File: src/rtl/fetch_unit_if.sv
// Fetch-side bundle: control inputs, imem address/data and the IF/ID register outputs.
// master = fetch unit, slave = pipeline/memory environment.
interface fetch_unit_if;
    logic        stall;
    logic        redirect_valid;
    logic [31:0] redirect_pc;
    logic [31:0] pc_out;
    logic [31:0] ir;
    logic        id_valid;
    logic [31:0] id_pc;
    logic [31:0] id_inst;
    logic        halted;
    logic        misaligned;
    logic [31:0] fetch_count;

    modport master (
        input  stall, redirect_valid, redirect_pc, ir,
        output pc_out, id_valid, id_pc, id_inst, halted, misaligned, fetch_count
    );

    modport slave (
        output stall, redirect_valid, redirect_pc, ir,
        input  pc_out, id_valid, id_pc, id_inst, halted, misaligned, fetch_count
    );
endinterface

File: src/rtl/fetch_unit.sv
// Instruction fetch front end: PC, IF/ID register, redirect/halt handling, fetch counter.
// Latency: ir for pc_out before an edge appears on id_inst/id_pc after that edge.
// Backpressure: stall holds PC and IF/ID; a redirect overrides stall.
module fetch_unit #(
    parameter logic [31:0] RESET_PC   = 32'h0000_0000,
    parameter int          IMEM_DEPTH = 256,
    parameter logic [31:0] HALT_INST  = 32'h0010_0073,
    parameter logic [31:0] NOP_INST   = 32'h0000_0013
) (
    input  logic          clk,
    input  logic          rst_n,
    fetch_unit_if.master  bus
);
    localparam logic [31:0] PC_MASK = 32'(IMEM_DEPTH * 4 - 1) & 32'hFFFF_FFFC;

    typedef enum logic [1:0] {BOOT, RUN, HALT} state_t;

    state_t      state_q;
    logic [31:0] pc_q;
    logic        id_valid_q;
    logic [31:0] id_pc_q;
    logic [31:0] id_inst_q;
    logic        halted_q;
    logic        misaligned_q;
    logic [31:0] fetch_count_q;

    logic [31:0] pc_redir_d;
    logic [31:0] pc_inc_d;
    logic        redir_misaligned_d;

    // Redirect target is word-aligned and wrapped into the imem address range.
    assign pc_redir_d         = {bus.redirect_pc[31:2], 2'b00} & PC_MASK;
    assign pc_inc_d           = (pc_q + 32'd4) & PC_MASK;
    assign redir_misaligned_d = |bus.redirect_pc[1:0];

    always_ff @(posedge clk or negedge rst_n) begin
        if (!rst_n) begin
            state_q       <= BOOT;
            pc_q          <= RESET_PC;
            id_valid_q    <= 1'b0;
            id_pc_q       <= 32'd0;
            id_inst_q     <= NOP_INST;
            halted_q      <= 1'b0;
            misaligned_q  <= 1'b0;
            fetch_count_q <= 32'd0;
        end else if (bus.redirect_valid) begin
            // Same flush from every state; it also releases HALT.
            state_q    <= RUN;
            pc_q       <= pc_redir_d;
            id_valid_q <= 1'b0;
            id_inst_q  <= NOP_INST;
            halted_q   <= 1'b0;
            if (redir_misaligned_d) begin
                misaligned_q <= 1'b1;
            end
        end else begin
            case (state_q)
                BOOT: begin
                    state_q <= RUN;
                end
                RUN: begin
                    if (!bus.stall) begin
                        id_inst_q     <= bus.ir;
                        id_pc_q       <= pc_q;
                        id_valid_q    <= 1'b1;
                        fetch_count_q <= fetch_count_q + 32'd1;
                        if (bus.ir == HALT_INST) begin
                            halted_q <= 1'b1;
                            state_q  <= HALT;
                        end else begin
                            pc_q <= pc_inc_d;
                        end
                    end
                end
                HALT: begin
                    // The halt instruction is handed to decode exactly once.
                    if (!bus.stall) begin
                        id_valid_q <= 1'b0;
                    end
                end
                default: begin
                    state_q <= BOOT;
                end
            endcase
        end
    end

    assign bus.pc_out      = pc_q;
    assign bus.id_valid    = id_valid_q;
    assign bus.id_pc       = id_pc_q;
    assign bus.id_inst     = id_inst_q;
    assign bus.halted      = halted_q;
    assign bus.misaligned  = misaligned_q;
    assign bus.fetch_count = fetch_count_q;
endmodule

File: src/flat_wrapper.sv
// flat-port wrapper written by rule: the top's interface ports become plain ports
module fetch_unit_flat 
#(
    parameter logic [31:0] RESET_PC   = 32'h0000_0000,
    parameter int          IMEM_DEPTH = 256,
    parameter logic [31:0] HALT_INST  = 32'h0010_0073,
    parameter logic [31:0] NOP_INST   = 32'h0000_0013
)
  (clk, rst_n, bus_stall, bus_redirect_valid, bus_redirect_pc, bus_ir, bus_pc_out, bus_id_valid, bus_id_pc, bus_id_inst, bus_halted, bus_misaligned, bus_fetch_count);
  fetch_unit_if bus_i ();
  input  logic clk;
  input  logic rst_n;
  input wire logic [$bits(bus_i.stall)-1:0] bus_stall;
  input wire logic [$bits(bus_i.redirect_valid)-1:0] bus_redirect_valid;
  input wire logic [$bits(bus_i.redirect_pc)-1:0] bus_redirect_pc;
  input wire logic [$bits(bus_i.ir)-1:0] bus_ir;
  output wire logic [$bits(bus_i.pc_out)-1:0] bus_pc_out;
  output wire logic [$bits(bus_i.id_valid)-1:0] bus_id_valid;
  output wire logic [$bits(bus_i.id_pc)-1:0] bus_id_pc;
  output wire logic [$bits(bus_i.id_inst)-1:0] bus_id_inst;
  output wire logic [$bits(bus_i.halted)-1:0] bus_halted;
  output wire logic [$bits(bus_i.misaligned)-1:0] bus_misaligned;
  output wire logic [$bits(bus_i.fetch_count)-1:0] bus_fetch_count;
  assign bus_i.stall = bus_stall;
  assign bus_i.redirect_valid = bus_redirect_valid;
  assign bus_i.redirect_pc = bus_redirect_pc;
  assign bus_i.ir = bus_ir;
  assign bus_pc_out = bus_i.pc_out;
  assign bus_id_valid = bus_i.id_valid;
  assign bus_id_pc = bus_i.id_pc;
  assign bus_id_inst = bus_i.id_inst;
  assign bus_halted = bus_i.halted;
  assign bus_misaligned = bus_i.misaligned;
  assign bus_fetch_count = bus_i.fetch_count;
  fetch_unit #(.RESET_PC(RESET_PC), .IMEM_DEPTH(IMEM_DEPTH), .HALT_INST(HALT_INST), .NOP_INST(NOP_INST)) u_core (.clk(clk), .rst_n(rst_n), .bus(bus_i));
endmodule
File: config.mk
export PLATFORM = sky130hd
export DESIGN_NAME = fetch_unit_flat
export DESIGN_NICKNAME = d
export VERILOG_FILES = /design/src/rtl/fetch_unit_if.sv /design/src/rtl/fetch_unit.sv /design/src/flat_wrapper.sv
export SDC_FILE = /design/constraint.sdc
export NUM_CORES = 1
export LEC_CHECK = 0
export ABC_AREA = 1
export CELL_PAD_IN_SITES_DETAIL_PLACEMENT = 2
export CELL_PAD_IN_SITES_GLOBAL_PLACEMENT = 2
export CORE_UTILIZATION = 25
export DETAILED_ROUTE_END_ITERATION = 7
export PLACE_DENSITY_LB_ADDON = 0.1
export SLEW_MARGIN = 15
export SYNTH_ARGS = -nofsm -noshare
export SYNTH_HDL_FRONTEND = slang
export SYNTH_SLANG_ARGS = --single-unit
File: constraint.sdc
create_clock -name clk -period 2.6 [get_ports clk]
set_input_delay 0.52 -clock clk [delete_from_list [all_inputs] [get_ports clk]]
set_output_delay 0.52 -clock clk [all_outputs]
set_load 0.05 [all_outputs]
-- Yosys cells after proc, flatten, opt, wreduce, memory -nomap -nowiden
Index checks and enable logic that the tools add are counted.
- word-level logic and storage cells: 52
- input bits: 68
- register bits after elaboration: 133
- mux-type cells: 19
- eq/ne operators: 9
- reductions and logical operators: 12
- bitwise logic cells: 2
- add/subtract/negate cells: 2
- operators by type and width (cell ; count):
    $mux 32 ; 7
    $add 32x1->32 const B ; 1
    $eq 32x21->1 const B ; 1
    $reduce_and 3->1 ; 5
    $add 10x3->10 const B ; 1
    $mux 1 ; 7
    $mux 2 ; 3
    $ne 3x3->1 const B ; 2
    $pmux 2 s3 ; 1
    $ne 2x2->1 const B ; 2
    $reduce_and 2->1 ; 2
    $reduce_bool 2->1 ; 2
    $ne 3x2->1 const B ; 1
    $reduce_bool 3->1 ; 1
    $eq 2x1->1 const B ; 1
    $eq 2x2->1 const B ; 1
    $logic_not 2->1 ; 1
    $ne 2x1->1 const B ; 1
    $not 1->1 ; 2
    $pmux 1 s2 ; 1
    $reduce_or 2->1 ; 1

-- Logic depth before layout (Yosys ltp)
Gate-level depths: netlist (run 1).
- depth in word-level cells: 5
- mapped depth: 10

-- Worst setup path before layout (run 1)
No wires, ideal clock.
- kind: reg2reg
- start: register u_core.fetch_count_q[0], in the netlist u_core.bus.fetch_count[0]
- end: register u_core.fetch_count_q[22], in the netlist u_core.bus.fetch_count[22]
- slack: 0.789 ns
- buffers on the path: 1
- arrival time: 1.692 ns
- cell stages (with the launch flop): 10
- cell sequence: dfrtp_1 > ha_1 > inv_1 > nor3_2 > nand3_2 > nor2_2 > buf_6 > nand3_1 > nand2_1 > nand2_1
- cells in the longest elaborated chain, start to end: 1
- ends and longest elaborated chain (what ; RTL line ; text):
    from (decl) ; fetch_unit.sv:25 ; logic [31:0] fetch_count_q;
    from (signal assigned) ; fetch_unit.sv:66 ; fetch_count_q <= fetch_count_q + 32'd1;
    $add 32x1->32 ; fetch_unit.sv:66 ;
Every way passes these cells.
A chain may end at the register's enable or synchronous reset.

-- Worst setup path after layout (run 1)
- start: register u_core.id_inst_q[4], in the netlist u_core.bus.id_inst[4]
- end: output bus_id_inst[4]
- RTL lines (what ; RTL line ; text):
    from (decl) ; fetch_unit.sv:22 ; logic [31:0] id_inst_q;
    from (signal assigned) ; fetch_unit.sv:63 ; id_inst_q <= bus.ir;
    to (decl) ; flat_wrapper.sv:20 ; output wire logic [$bits(bus_i.id_inst)-1:0] bus_id_inst;
No word-level cell between the ends.

==> impl_metrics.ini, run 1 <==
[outcome]
status = completed

[critical_path]
crit_buf_inv = 1
startpoint_type = flop
endpoint_kind = output pin
slowest_stage = clkdlybuf4s50_1
worstSetupPathType = reg -> out
cp_max_fo = 2
crit_required_ps = 2080
path_cells = clkdlybuf4s50_1
path_delay_family = buffers and inverters
cp_data_arrival_time_ps = 1710
max_stage_delay_ps = 840

[routing]
vias = 4068
drtIter0Drc = 101
wire_per_inst_um = 15.5
viasPerCell = 4.42
detail-route-antenna-nets = 0
drc = 0
wirelength_mm = 14.3
drt-pass1-iter-count = 5

[sta]
finalSetupViolations = 0
rsz0062_at_grt = no
hold_viol_final = 0
fmaxAchievable_mhz = 448
maxSlewHeadroom = 0.342
slew_viol_final = 0
setup_tns_ps = 0
layout_setup_ws_ps = 367
skew_ps = 3.95
fin_crit_sh = 0.859
finalCriticalPeriod_ps = 2230
worst_pin_slew_ps = 986

[placed_design]
place_ws_ps = 87.9
place_congestion = 0.768
port_buffers = 128
dp.cells = 904
dp_hpwl_mm = 11.1

[floorplanning]
start_util = 0.259
die_area_um2 = 18600
row_count = 48
pin_count = 199
dieHeight_um = 137
core_um2 = 17500
die_w_um = 137

[cts]
clk_pin_slew_ps = 60
root_buffer = clkbuf_16
clock_latency_ps = 340
cts_made_buffers = 9
cts_tree = built
cts_resized = 0
postCtsSetupRepairBufs = 0
cts_sinks = 85
cts_buffer_depth = 2
postCtsHoldBufs = 0
htreeDepth = 3

[finish]
finish.utilization = 0.357
n_fill_cell = 1965
synthToLayoutAreaGrowth_pct = 38.1
antenna_cells = 0
stdcell_count = 920
drive_gt1_frac = 0.0561
fin_nets = 760

[yosys]
synth_compound_area_frac = 0.0598
yosysSeqAreaShare = 0.471
yosys_warnings = 0
synth_largest_area_cell = dfrtp_1
synth_edf_count = 0
avgSynthCellArea_um2 = 8.08
syn-cell-area_um2 = 4520
synthTopCellsByCount = nand2_1, dfrtp_1, inv_1
synth_top_family_by_area = simple AND/OR/NAND/NOR gates
ys_ff_latch = 85
yosys.area_share.simple = 0.288
synth_fa_ha_area_frac = 0.00553
synthMuxAreaShare = 0
synthMostInstantiatedCell = nand2_1
synth_cell_types = 36
synth_top_area_share = 0.454
synthCells = 560
synth.area.top_cells = dfrtp_1, nand2_1, buf_4
synth_xor_area_frac = 0.0368
synthArstFlopShare = 1.00
synth_ff_type = dfrtp_1

[power_and_ir_drop]
power.switching_mw = 1.46
vdd_drop_max_mv = 0.411
power_mw = 4.26
power_density_nw_per_um2 = 682
p_seq_frac = 0.365
internal_power_mw = 2.79
power_switching_share = 0.343
p_comb_frac = 0.268
p_leak_nw = 2.91
clkPwrFrac = 0.366

[global_routing]
grt_pass1_vias = 4377
grt_usage = 0.162
grt_max_degree = 52
overflow = 0
grt_pass1_wl_mm = 23.0
antenna_found_initial = 0

[worst_hold_path]
hp-class = in -> async

[job]
cap_viol_max_count = 0
sequential cells by signal, indices dropped and copies added, names as in the netlist:
register                cells
u_core.bus.id_valid         1
u_core.bus.misaligned       1
u_core.state_q              2
u_core.bus.halted           1
u_core.bus.id_pc            8
u_core.bus.fetch_count     32
u_core.bus.pc_out           8
u_core.bus.id_inst         32
cells in the final DEF (no fill, tap or decap), drive strengths merged:
cell	synthesis	final
inv	52	52
o22a	3	3
ha	2	2
o21bai	1	1
a32o	4	4
nor2	55	55
or2	2	2
buf	54	6
clkbuf	7	13
nand2	177	177
nor3	5	5
a22o	7	7
bufinv	0	3
nand3b	3	3
conb	1	48
nor3b	1	1
dfstp	3	3
nand3	37	37
clkinv	1	1
dfrtp	82	82
xnor2	8	8
nand4	14	14
nor4	1	1
and2	1	1
a21oi	1	1
xor2	11	11
clkdlybuf4s50	0	127
and3	1	1
o21ai	26	26
per-layer routing:
metal / wire, um / track usage / vias up
met5: 0 / 0 / -
met4: 119 / 0.0407 / 0
met3: 741 / 0.0441 / 8
met2: 7330 / 0.287 / 93
met1: 6080 / 0.193 / 2030
li1: - / - / 1937
kinds of logic (layout without fill, tap and decap cells):
| group | after synthesis | in the layout |
|---|---|---|
| AO/OA/AOI/OAI | 42 | 42 |
| XOR/XNOR | 19 | 19 |
| adder cells (fa/ha/maj) | 2 | 2 |
| buffers and inverters | 114 | 202 |
| flip-flops | 85 | 85 |
| other | 1 | 48 |
| AND/OR/NAND/NOR | 297 | 297 |
through the flow:
step                      hold WS (ps)  area [um2]
final                              136        6240
after CTS                          147        6240
after detailed placement           477        5880
after global routing               171        6240
after floorplan                    224        4700
after global placement             465        5880
power by group through the flow:
| stage | clock, mW | sequential (mW) | combinational, mW |
|---|---|---|---|
| floorplan | 0 | 1.94 | 0.407 |
| CTS | 1.61 | 1.56 | 1.16 |
| finish | 1.56 | 1.56 | 1.14 |
| global placement | 0 | 1.58 | 1.14 |
| global route | 1.65 | 1.58 | 1.22 |
| detailed placement | 0 | 1.58 | 1.15 |
area by class of cell:
cell class / count / area (um2) / share of cell area
Multi-Input combinational cell: 408 / 1940 / 0.311
Tap cell: 225 / 282 / 0.0451
Clock inverter: 3 / 90.1 / 0.0144
Inverter: 53 / 200 / 0.0321
Clock buffer: 13 / 270 / 0.0433
Sequential cell: 85 / 2130 / 0.341
Timing Repair Buffer: 133 / 1330 / 0.213
path summary, 6_finish.rpt:
| check | depth (start not counted) | end | slack (ps) | startpoint |
|---|---|---|---|---|
| setup / recovery | 1 | bus_id_inst[4] | 370 | u_core.bus.id_inst[4]$_DFFE_PN1P_ |
| hold / removal | 1 | u_core.bus.fetch_count[5]$_DFFE_PN0P_ | 140 | rst_n |
| setup reg to reg | 7 | u_core.bus.id_inst[9]$_DFFE_PN0P_ | 770 | u_core.state_q[0]$_DFFE_PN0P_ |
| hold reg to reg | 2 | u_core.bus.id_inst[21]$_DFFE_PN0P_ | 480 | u_core.bus.id_inst[21]$_DFFE_PN0P_ |
| max in group asynchronous | 2 | u_core.bus.id_inst[4]$_DFFE_PN1P_ | 1750 | rst_n |
| min in group clk | 2 | u_core.bus.id_inst[21]$_DFFE_PN0P_ | 480 | u_core.bus.id_inst[21]$_DFFE_PN0P_ |
Power figures use the tool's default switching activity.
==> inputs of run 2 (changes only) <==
--- a/config.mk
+++ b/config.mk
@@ -6,9 +6,10 @@
 export NUM_CORES = 1
 export LEC_CHECK = 0
 export ABC_AREA = 1
+export CAP_MARGIN = 20
 export CELL_PAD_IN_SITES_DETAIL_PLACEMENT = 2
 export CELL_PAD_IN_SITES_GLOBAL_PLACEMENT = 2
-export CORE_UTILIZATION = 25
+export CORE_UTILIZATION = 23
 export DETAILED_ROUTE_END_ITERATION = 7
 export PLACE_DENSITY_LB_ADDON = 0.1
 export SLEW_MARGIN = 15
==> constraint.sdc (replaced) <==
create_clock -name clk -period 2.2 [get_ports clk]
set_input_delay 0.44 -clock clk [delete_from_list [all_inputs] [get_ports clk]]
set_output_delay 0.44 -clock clk [all_outputs]
set_load 0.05 [all_outputs]
==> run 2 against run 1 <==
Compared with the run above: clock power rose by 4%; the run now ends with negative hold slack left; cell count rose by 4.3%; hold slack lost 140 ps; sequential share of layout area shrank 0.33 points; non-clock buffer count increased by 5; setup slack lost 290 ps; global-route usage decreased by 0.53 points; clock skew rose by 2.8 ps; critical path depth stayed put; critical endpoint unchanged; sequential power increased by 18%.
==> impl_metrics.ini, run 2 (same netlist as run 1, synthesis figures left out) <==
[outcome]
status = finished with violations
violations = negative hold slack

[finish]
antenna_cells = 0
multi_input_area_um2 = 1940
final_cell_mix = nand2_1, clkdlybuf4s50_1, dfrtp_1, inv_1, nor2_1
drive_gt1_frac = 0.0643
n_fill_cell = 2205
finish.utilization = 0.332
stdcell_area_um2 = 6310
seq_area_um2 = 2130
synthToLayoutAreaGrowth_pct = 39.4
layout.cells.most_common = nand2_1
fin_nets = 765

[routing]
drt-pass1-iter-count = 4
detail-route-antenna-nets = 0
drc = 0
viasPerCell = 4.26
drtIter0Drc = 97
route.met2.wl_mm = 7.57
route.met3.wl_um = 730
highest_layer = met4
vias = 4093
wirelength_mm = 14.9
drt-met1-wl_mm = 6.36
wire_per_inst_um = 15.5

[power_and_ir_drop]
p_leak_nw = 2.95
vdd_drop_max_mv = 0.355
power_density_nw_per_um2 = 765

[placed_design]
placement.cell_area_um2 = 5990
port_buffers = 128
dp_hpwl_mm = 11.5
place_congestion = 0.750

[sta]
fmaxAchievable_mhz = 470
skew_ps = 6.73
slew_viol_final = 0
rsz0062_at_grt = no
worst_pin_slew_ps = 568
finalCriticalPeriod_ps = 2130
fin_crit_sh = 0.967
fin_hold_ws_ps = -6.41
hold_viol_final = 18
finalSetupViolations = 0
setup_tns_ps = 0
maxSlewHeadroom = 0.620

[critical_path]
path_cells = clkdlybuf4s50_1
cp_max_fo = 2
worstSetupPathType = reg -> out
slowest_stage = clkdlybuf4s50_1
startpoint_type = flop
path_delay_family = buffers and inverters
endpoint_kind = output pin
max_stage_delay_ps = 800
cp_data_arrival_time_ps = 1690
crit_required_ps = 1760
crit_buf_inv = 1

[global_routing]
overflow = 0
grt_pass1_vias = 4587
antenna_found_initial = 0
grt_pass1_wl_mm = 24.4
grt_usage = 0.157
grt_max_degree = 43

[floorplanning]
die_w_um = 142
pin_count = 199
die_area_um2 = 20200
row_count = 50
dieHeight_um = 142
core_um2 = 19000
start_util = 0.238

[cts]
htreeDepth = 3
clock_latency_ps = 350
cts_sinks = 85
cts_tree = built
cts_made_buffers = 9
root_buffer = clkbuf_16
cts_buffer_depth = 2
postCtsHoldBufs = 0
clk_pin_slew_ps = 70

[worst_hold_path]
hp-class = in -> async

[job]
cap_viol_max_count = 0
==> run 2: changes by cell type in the layout (fill, tap and decap cells not counted), sizes merged <==
cell	delta
buf	+6
clkdlybuf4s50	-3
bufinv	-2
dlymetal6s2s	+2
clkinv	+1
clkinvlp	+1
==> run 2: what timing repair did <==
action | 4_1_cts | 5_1_grt
setup endpoints to repair | 0 | 2
buffers inserted | 0 | 0
resized for setup | 0 | 2
==> run 2: final cells by class <==
type,instances,area share
clock buffers,13,0.0429
clock inverters,3,0.00675
repair buffers,138,0.221
multi-input cells,408,0.308
flip-flops and latches,85,0.338
well taps,260,0.0516
inverters,53,0.0317
==> run 2: final timing paths <==
kind / startpoint / endpoint / slack [ps] / cells after the start
setup / recovery: u_core.bus.id_inst[4]$_DFFE_PN1P_ / bus_id_inst[4] / 70 / 1
hold / removal: rst_n / u_core.bus.fetch_count[3]$_DFFE_PN0P_ / -6 / 1
setup reg to reg: u_core.bus.fetch_count[0]$_DFFE_PN0P_ / u_core.bus.fetch_count[24]$_DFFE_PN0P_ / 560 / 9
hold reg to reg: u_core.bus.id_pc[4]$_DFFE_PN0P_ / u_core.bus.id_pc[4]$_DFFE_PN0P_ / 480 / 2
max in group asynchronous: rst_n / u_core.bus.pc_out[2]$_DFFE_PN0P_ / 1550 / 2
min in group clk: u_core.bus.id_pc[4]$_DFFE_PN0P_ / u_core.bus.id_pc[4]$_DFFE_PN0P_ / 480 / 2
==> run 2: through the flow <==
step / hold slack [ps] / setup WS, ps / total power, mW / std cells
after floorplan: 144 / 389 / 2.78 / 607
after global placement: 377 / 128 / 3.22 / 944
after detailed placement: 374 / 119 / 3.25 / 944
after CTS: 4.38 / 10.7 / 4.91 / 960
after global routing: 5.32 / 34.4 / 5.06 / 960
final: -6.41 / 73.4 / 4.83 / 960
==> run 2: layer usage <==
layer,vias up,GRT usage
met2,91,0.279
met3,17,0.0360
li1,1941,-
met1,2044,0.185
met4,0,0.0538
met5,-,0
==> run 2: power by group <==
| part | leakage [nW] | internal (mW) | switching [mW] |
|---|---|---|---|
| combinational | 1.70 | 0.408 | 0.953 |
| clock | 0.152 | 0.973 | 0.657 |
| sequential | 1.11 | 1.70 | 0.139 |
